[src/rtl/risc_pkg.sv]
// Shared register-file constants and dump FSM encoding for the risc_cpu core.
package risc_pkg;

    localparam int DEF_DATA_W   = 32;
    localparam int DEF_NUM_REGS = 32;

    typedef enum logic [1:0] {
        DUMP_IDLE   = 2'd0,
        DUMP_STREAM = 2'd1,
        DUMP_DONE   = 2'd2
    } dump_state_t;

endpackage

[src/rtl/risc_regfile_rdport.sv]
// One combinational register-file read port: range check, r0 masking, write-through bypass.
// Zero latency; no backpressure.
module risc_regfile_rdport #(
    parameter int DATA_W   = 32,
    parameter int NUM_REGS = 32,
    parameter int ZERO_R0  = 1,
    parameter int ADDR_W   = 5
) (
    input  logic [DATA_W-1:0] regs [NUM_REGS],
    input  logic              we,
    input  logic [ADDR_W-1:0] waddr,
    input  logic [DATA_W-1:0] wdata,
    input  logic [ADDR_W-1:0] raddr,
    output logic [DATA_W-1:0] rdata
);

    localparam logic [ADDR_W:0] NREGS = (ADDR_W+1)'(NUM_REGS);

    logic rd_ok;
    logic wr_hit;

    assign rd_ok  = ({1'b0, raddr} < NREGS) && !((ZERO_R0 != 0) && (raddr == '0));
    // A hit on a readable address implies the write itself is accepted.
    assign wr_hit = we && (waddr == raddr);

    always_comb begin
        rdata = '0;
        if (rd_ok) begin
            rdata = wr_hit ? wdata : regs[raddr];
        end
    end

endmodule

[src/rtl/risc_regfile_dump.sv]
// Register file with NUM_RD bypassed read ports, one write port and a streaming dump engine.
// Reads zero latency; dump element held stable while dump_ready=0, one element/cycle when ready.
module risc_regfile_dump
    import risc_pkg::*;
#(
    parameter int   DATA_W   = DEF_DATA_W,
    parameter int   NUM_REGS = DEF_NUM_REGS,
    parameter int   NUM_RD   = 2,
    parameter int   ZERO_R0  = 1,
    localparam int  ADDR_W   = $clog2(NUM_REGS)
) (
    input  logic                     clk,
    input  logic                     reset,
    input  logic                     we,
    input  logic [ADDR_W-1:0]        waddr,
    input  logic [DATA_W-1:0]        wdata,
    input  logic [NUM_RD*ADDR_W-1:0] raddr,
    output logic [NUM_RD*DATA_W-1:0] rdata,
    input  logic                     dump_start,
    output logic                     dump_busy,
    output logic                     dump_valid,
    input  logic                     dump_ready,
    output logic [ADDR_W-1:0]        dump_addr,
    output logic [DATA_W-1:0]        dump_data,
    output logic                     dump_done
);

    localparam logic [ADDR_W:0]   NREGS    = (ADDR_W+1)'(NUM_REGS);
    localparam logic [ADDR_W-1:0] LAST_IDX = ADDR_W'(NUM_REGS - 1);

    logic [DATA_W-1:0] regs [NUM_REGS];
    logic              wr_ok;
    dump_state_t       state;
    logic [ADDR_W-1:0] cap_addr;
    logic [DATA_W-1:0] cap_data;

    assign wr_ok = we && ({1'b0, waddr} < NREGS) && !((ZERO_R0 != 0) && (waddr == '0));

    always_ff @(posedge clk or negedge reset) begin
        if (!reset) begin
            for (int i = 0; i < NUM_REGS; i++) begin
                regs[i] <= '0;
            end
        end else if (wr_ok) begin
            regs[waddr] <= wdata;
        end
    end

    for (genvar k = 0; k < NUM_RD; k++) begin : g_rd
        risc_regfile_rdport #(
            .DATA_W  (DATA_W),
            .NUM_REGS(NUM_REGS),
            .ZERO_R0 (ZERO_R0),
            .ADDR_W  (ADDR_W)
        ) u_rd (
            .regs (regs),
            .we   (we),
            .waddr(waddr),
            .wdata(wdata),
            .raddr(raddr[k*ADDR_W +: ADDR_W]),
            .rdata(rdata[k*DATA_W +: DATA_W])
        );
    end

    // Capture port looks one element ahead: element 0 from IDLE, idx+1 while streaming.
    assign cap_addr = (state == DUMP_STREAM) ? dump_addr + 1'b1 : '0;

    risc_regfile_rdport #(
        .DATA_W  (DATA_W),
        .NUM_REGS(NUM_REGS),
        .ZERO_R0 (ZERO_R0),
        .ADDR_W  (ADDR_W)
    ) u_cap (
        .regs (regs),
        .we   (we),
        .waddr(waddr),
        .wdata(wdata),
        .raddr(cap_addr),
        .rdata(cap_data)
    );

    always_ff @(posedge clk or negedge reset) begin
        if (!reset) begin
            state      <= DUMP_IDLE;
            dump_busy  <= 1'b0;
            dump_valid <= 1'b0;
            dump_done  <= 1'b0;
            dump_addr  <= '0;
            dump_data  <= '0;
        end else begin
            case (state)
                DUMP_IDLE: begin
                    if (dump_start) begin
                        state      <= DUMP_STREAM;
                        dump_busy  <= 1'b1;
                        dump_valid <= 1'b1;
                        dump_addr  <= '0;
                        dump_data  <= cap_data;
                    end
                end
                DUMP_STREAM: begin
                    // Stalled elements are never re-sampled, so later writes don't leak in.
                    if (dump_ready) begin
                        if (dump_addr == LAST_IDX) begin
                            state      <= DUMP_DONE;
                            dump_valid <= 1'b0;
                            dump_done  <= 1'b1;
                        end else begin
                            dump_addr <= dump_addr + 1'b1;
                            dump_data <= cap_data;
                        end
                    end
                end
                DUMP_DONE: begin
                    state     <= DUMP_IDLE;
                    dump_busy <= 1'b0;
                    dump_done <= 1'b0;
                    dump_addr <= '0;
                end
                default: begin
                    state      <= DUMP_IDLE;
                    dump_busy  <= 1'b0;
                    dump_valid <= 1'b0;
                    dump_done  <= 1'b0;
                end
            endcase
        end
    end

endmodule

[config.mk]
export PLATFORM = sky130hd
export DESIGN_NAME = risc_regfile_dump
export DESIGN_NICKNAME = d
export VERILOG_FILES = /design/src/rtl/risc_pkg.sv /design/src/rtl/risc_regfile_rdport.sv /design/src/rtl/risc_regfile_dump.sv
export SDC_FILE = /design/constraint.sdc
export NUM_CORES = 2
export LEC_CHECK = 0
export CORE_MARGIN = 10
export CORE_UTILIZATION = 25
export DETAILED_ROUTE_END_ITERATION = 16
export GPL_ROUTABILITY_DRIVEN = 0
export HOLD_SLACK_MARGIN = 0.1
export PLACE_DENSITY = 0.48
export SETUP_SLACK_MARGIN = 0.4
export SLEW_MARGIN = 30
export SYNTH_ARGS = -nofsm -noshare
export SYNTH_HDL_FRONTEND = slang
export SYNTH_SLANG_ARGS = --single-unit
[constraint.sdc]
create_clock -name clk -period 3.8 [get_ports clk]
set_input_delay 0.57 -clock clk [delete_from_list [all_inputs] [get_ports clk]]
set_output_delay 0.57 -clock clk [all_outputs]
set_load 0.005 [all_outputs]
[Word-level counts from Yosys, hierarchy flattened]
Index checks and enable logic that the tools add are counted.
Word-level totals
  bits of input ports: 52
  flip-flop bits (word level): 1066
  output and inout bits: 104
Operators by class
  multiplexer cells: 39
  add/subtract/negate cells: 1
  reductions and logical operators: 19
  $lt $le $gt $ge: 5
  bitwise logic cells: 7
  eq/ne operators: 10
Operators with widths (count)
  $bwmux W1024: 1
  $mux W32: 16
  $bmux W32 S5: 3
  $demux W32 S5: 1
  $pmux W32 S2: 1
  $ge A6 B6 Y1 const B: 4
  $not A5 Y6: 4
  $logic_not A5 Y1: 4
  $mux W5: 4
  $eq A5 B5 Y1: 3
  $pmux W5 S3: 1
  $reduce_and A4 Y1: 3
  $lt A6 B1 Y1 const B: 1
  $mux W2: 3
  $ne A2 B2 Y1 const B: 3
  $reduce_and A3 Y1: 2
  $add A5 B1 Y5 const B: 1
  $eq A5 B5 Y1 const B: 1
  $logic_and A1 B1 Y1: 5
  $mux W1: 5
  $pmux W1 S2: 2
  $pmux W2 S2: 1
  $not A1 Y1: 3
  $pmux W1 S3: 1
  8 further kinds: 8

[Longest topological paths before layout]
  depth in word-level cells: 11
  depth in mapped cells: 12
  gate-level depth less buffers: 9

[Modules after synthesis]
From an unflattened synthesis, not the netlist that was laid out.
Unflattened totals
  cell total of the unflattened synthesis: 4975
  area total of the unflattened synthesis: 67353.3 um2
Modules (own cells, without submodules)
  risc_regfile_dump: sequential area each 26675.6 um2, instances 1, cells an instance 2419, area each 40083.4 um2
  risc_regfile_rdport: sequential area each 0.0 um2, instances 3, cells an instance 852, area each 9090.0 um2

[Worst setup path before layout]
Ideal clock, no wire load.
  path type: input to output
  from: input port raddr[5]
  to: output port rdata[32]
  path slack: 744 ps
  buffers on the path: 3
  arrival time: 2486 ps
  cell stages on the path: 7
  required time: 3230 ps
  path through: clkbuf_1 clkbuf_1 buf_2 mux4_2 mux4_2 mux2i_1 a211oi_1
On the way
  cells in the longest elaborated chain, start to end: 6
RTL lines
  start: declaration: line risc_regfile_dump.sv:17  | input logic [NUM_RD*ADDR_W-1:0] raddr,
  $not A5 Y6 (not written as such): line risc_regfile_rdport.sv:29  | rdata = wr_hit ? wdata : regs[raddr];
  $bmux W32 S5: line risc_regfile_rdport.sv:29
  $mux W32 (not written as such) (2 in a row): line risc_regfile_rdport.sv:29
  $mux W32: line risc_regfile_rdport.sv:29
  $mux W32 *: line risc_regfile_rdport.sv:28  | if (rd_ok) begin
  end: declaration: line risc_regfile_dump.sv:18  | output logic [NUM_RD*DATA_W-1:0] rdata,
Every way passes the cells marked *; elsewhere a longest branch is shown, timed or not. The select of a mux whose other input is x is not followed.

[Worst setup path after layout]
  from: register regs[20] (netlist name)
  to: output port rdata[20]
On the way
  cells in the longest elaborated chain, start to end: 5
RTL lines
  start: declaration: line risc_regfile_dump.sv:31  | logic [DATA_W-1:0] regs [NUM_REGS];
  start signal: indexed assignment: line risc_regfile_dump.sv:45  | regs[waddr] <= wdata;
  $bmux W32 S5: line risc_regfile_rdport.sv:29
  $mux W32 (not written as such) (2 in a row): line risc_regfile_rdport.sv:29
  $mux W32: line risc_regfile_rdport.sv:29
  $mux W32: line risc_regfile_rdport.sv:28
No other way between the ends. The select of a mux whose other input is x is not followed.

==> impl_results.md <==
- Die H: 531 um
- IO Port Bufs: 155
- Total track usage: 0.201
- Buf/Inv on CP: 2
- # setup viols final: 0
- Synth Flop Type: dfrtp_1
- GRT met1 Usage: 0.248
- Crit path max-delay cell type: mux4_2
- Arrival @ worst endpoint: 2.91 ns
- Crit path cell chain: mux4_2, mux4_2, o22ai_4, nor3_4, buf_4, buf_6
- Grt met3 use: 0.0384
- Count leader, synth: dfrtp_1
- Vias/cell: 5.70
- R2r startpoint: dump_addr[0]
- Slew @ Worst Pin: 0.996 ns
- Clk slew on worst S/H paths: 0.07 ns
- Clk sinks: 1,066
- GRT Max-Usage Layer: met2
- Total wire length: 297,000 um
- Global route total overflow: 0
- YS warnings: 0
- Top cell type's share of synthesized area: 0.408
- CTS tree: done
- Wire length per cell: roughly 34 um
- Lkg Pwr: 33.7 nW
- Detailed placer's ending HPWL: ~190,000 um
- Clock Latency Late Sink: around 0.79 ns
- Largest net degree at the start of global routing: between 100 and 150
- # rows: roughly 190
- DIE AREA: 282,000 um^2
- Max Fclk: 288 MHz
- Worst rel slew slack: 0.336
- Clock Path Buffers: 3
- Initial antenna violation count: 10
- PwrDens: 679 nW/um^2
- Area leader, netlist: dfrtp_1
- Commonest cells in the synthesized netlist: 1,066 x dfrtp_1, 1,063 x mux2_2, 663 x mux4_2
- Vias in the first global route: 50,473
- Total power: 55.4 mW
- Drt pass-1 iters: 8
- Slew Viols, Final: 0
- # DRC: 0
- Met2 usage: 0.322
- Area occupied by multi-input gates: 37,200 um^2
- Number of synthesized flops with an enable pin: 0
- Setup TNS: 0 ns
- Worst Setup End Kind: primary output
- First-pass GRT wire length: 415,000 um
- Core Area: 260,000 um^2
- Final ANT Viol Nets: 0
- Unique masters post-synth: 74
- WS Path Type: reg2out
- Hold Crit Class: in2async
- Register area share after synthesis: 0.408
- Final worst-path cycle share: 0.915
- Synthesized cell area: 65,400 um^2
- Clk root buf: clkbuf_16
- Synth-to-Final Area Change: 24.7%
- Startpoint types: register
- CP required: 3.23 ns
- Synth area leaders: dfrtp_1 41%, mux4_2 23%, mux2_2 18%
- Fin nets: 5,224
- Fillcell total: 25,727
- Launch point of the worst path: regs[20]
- IO Pins: about 160
- Initial core utilization: 0.252
- Die width: 531 um
- CP max FO: 4
- Post-synth net total: 4,835
- Maximum VDD drop: 1640 uV
- Unrepaired setup endpoints after global routing: yes
- FF/Latch Area: 26,700 um^2
- Vias: 49,990
- Cells after synthesis: between 4,000 and 5,000
- CP dominant cell by count: mux4_2
- MaxCap Viol Count: 0
- Cts bufs inserted: 116
- Final Skew: around 0.024 ns
- Fin crit period: between 3 and 4 ns
- Asr flop ratio synth: 1.00
- Syn avg cell area: between 10 and 15 um^2
- Status: finished, final reports clean
- Layout cells sized above 1: 0.540
- Detailed Route Iter0 Violations: ~5,100
- Slowest stage delay, CP: 0.63 ns
- Final hold violations: 0
- Family with the most delay on the worst path: multiplexers
- Number of synthesized register bits: 1,066
- H-tree levels: 3
## final timing paths
kind	slack, ns	endpoint	depth (start not counted)
worst min-delay path	0.39	regs[1014]	2
worst max-delay path	0.32	rdata[20]	6
worst min register to register	0.42	regs[1015]	0
min in group clk	0.42	regs[1015]	0
max in group asynchronous	2.15	regs[997]	3
worst max register to register	0.54	dump_data[17]	9
## cells in the final DEF (no fill, tap or decap), types with 13 or more instances in the layout
cell	count
a211oi_1	68
a211oi_2	18
a21boi_0	16
a21oi_1	72
a221oi_1	46
a22o_1	17
a22oi_1	19
a2bb2oi_1	39
a31oi_1	35
a32oi_1	17
buf_12	150
buf_16	26
buf_2	38
buf_4	456
buf_6	56
buf_8	15
clkbuf_1	28
clkbuf_16	125
clkbuf_8	29
clkdlybuf4s50_1	75
clkinv_2	20
dfrtp_1	1065
inv_1	18
mux2_2	1063
mux2i_1	132
mux2i_2	17
mux4_2	663
nand2_1	146
nand2_4	16
nor2_1	107
nor2_4	22
nor2b_1	55
nor3_1	30
nor3_2	13
nor4_1	29
o211ai_1	54
o21ai_0	104
o221ai_1	42
o22ai_1	109
o22ai_2	19
## area by class of cell
type                            count  share of cell area
Sequential cell                  1066               0.327
Multi-Input combinational cell   3118               0.456
Clock inverter                     38             0.00560
Inverter                           18            0.000829
Clock buffer                      174              0.0421
Tap cell                         3496              0.0536
Antenna cell                        8            0.000245
Timing Repair Buffer              850               0.115
## cells by family after synthesis
logic type / count (synthesis) / synth area share
AO/OA/AOI/OAI: 737 / 0.0799
XOR/XNOR: 15 / 0.00241
adder cells (fa/ha/maj): 2 / 0.000383
buffers and inverters: 597 / 0.0389
flip-flops: 1066 / 0.408
multiplexers: 1885 / 0.436
AND/OR/NAND/NOR: 479 / 0.0347
## registers in the layout, summed over array words and instances (netlist names)
register	cells
state	2
dump_done	1
dump_data	32
regs	1024
dump_addr	5
dump_valid	1
dump_busy	1
## repair_timing
item | in CTS | in global routing
gates cloned | 11 | 8
hold endpoints to repair | 43 | 0
buffers inserted | 172 | 19
pin swaps | 46 | 31
gates resized for setup | 370 | 97
hold buffers | 1 | 0
endpoints found under the setup margin | 64 | 66
## stage by stage
stage                     cell area, um^2   util  instances  setup WS, ns  hold slack [ns]
after detailed placement            74700  0.287       8337        -0.814            0.403
after global routing                81500  0.314       8764         0.291            0.434
after global placement              74600  0.287       8334        -0.935            0.399
after CTS                           80900  0.311       8733         0.281            0.421
final                               81500  0.314       8768         0.322            0.391
after floorplan                     65400      -       4781         0.744            0.274
## where the power goes
part / internal, mW / leakage [nW] / switching, mW / total, mW
Clock: 6.81 / 1.92 / 5.16 / 12.0
Sequential: 13.6 / 13.7 / 2.30 / 15.9
Combinational: 11.9 / 18.1 / 15.6 / 27.5
## metal layers
layer	share of wire	vias to the layer above
met4	0.076	8
li1	-	19743
met3	0.076	800
met2	0.47	2575
met1	0.38	26864
met5	0.00016	-
Power figures use the tool's default switching activity.
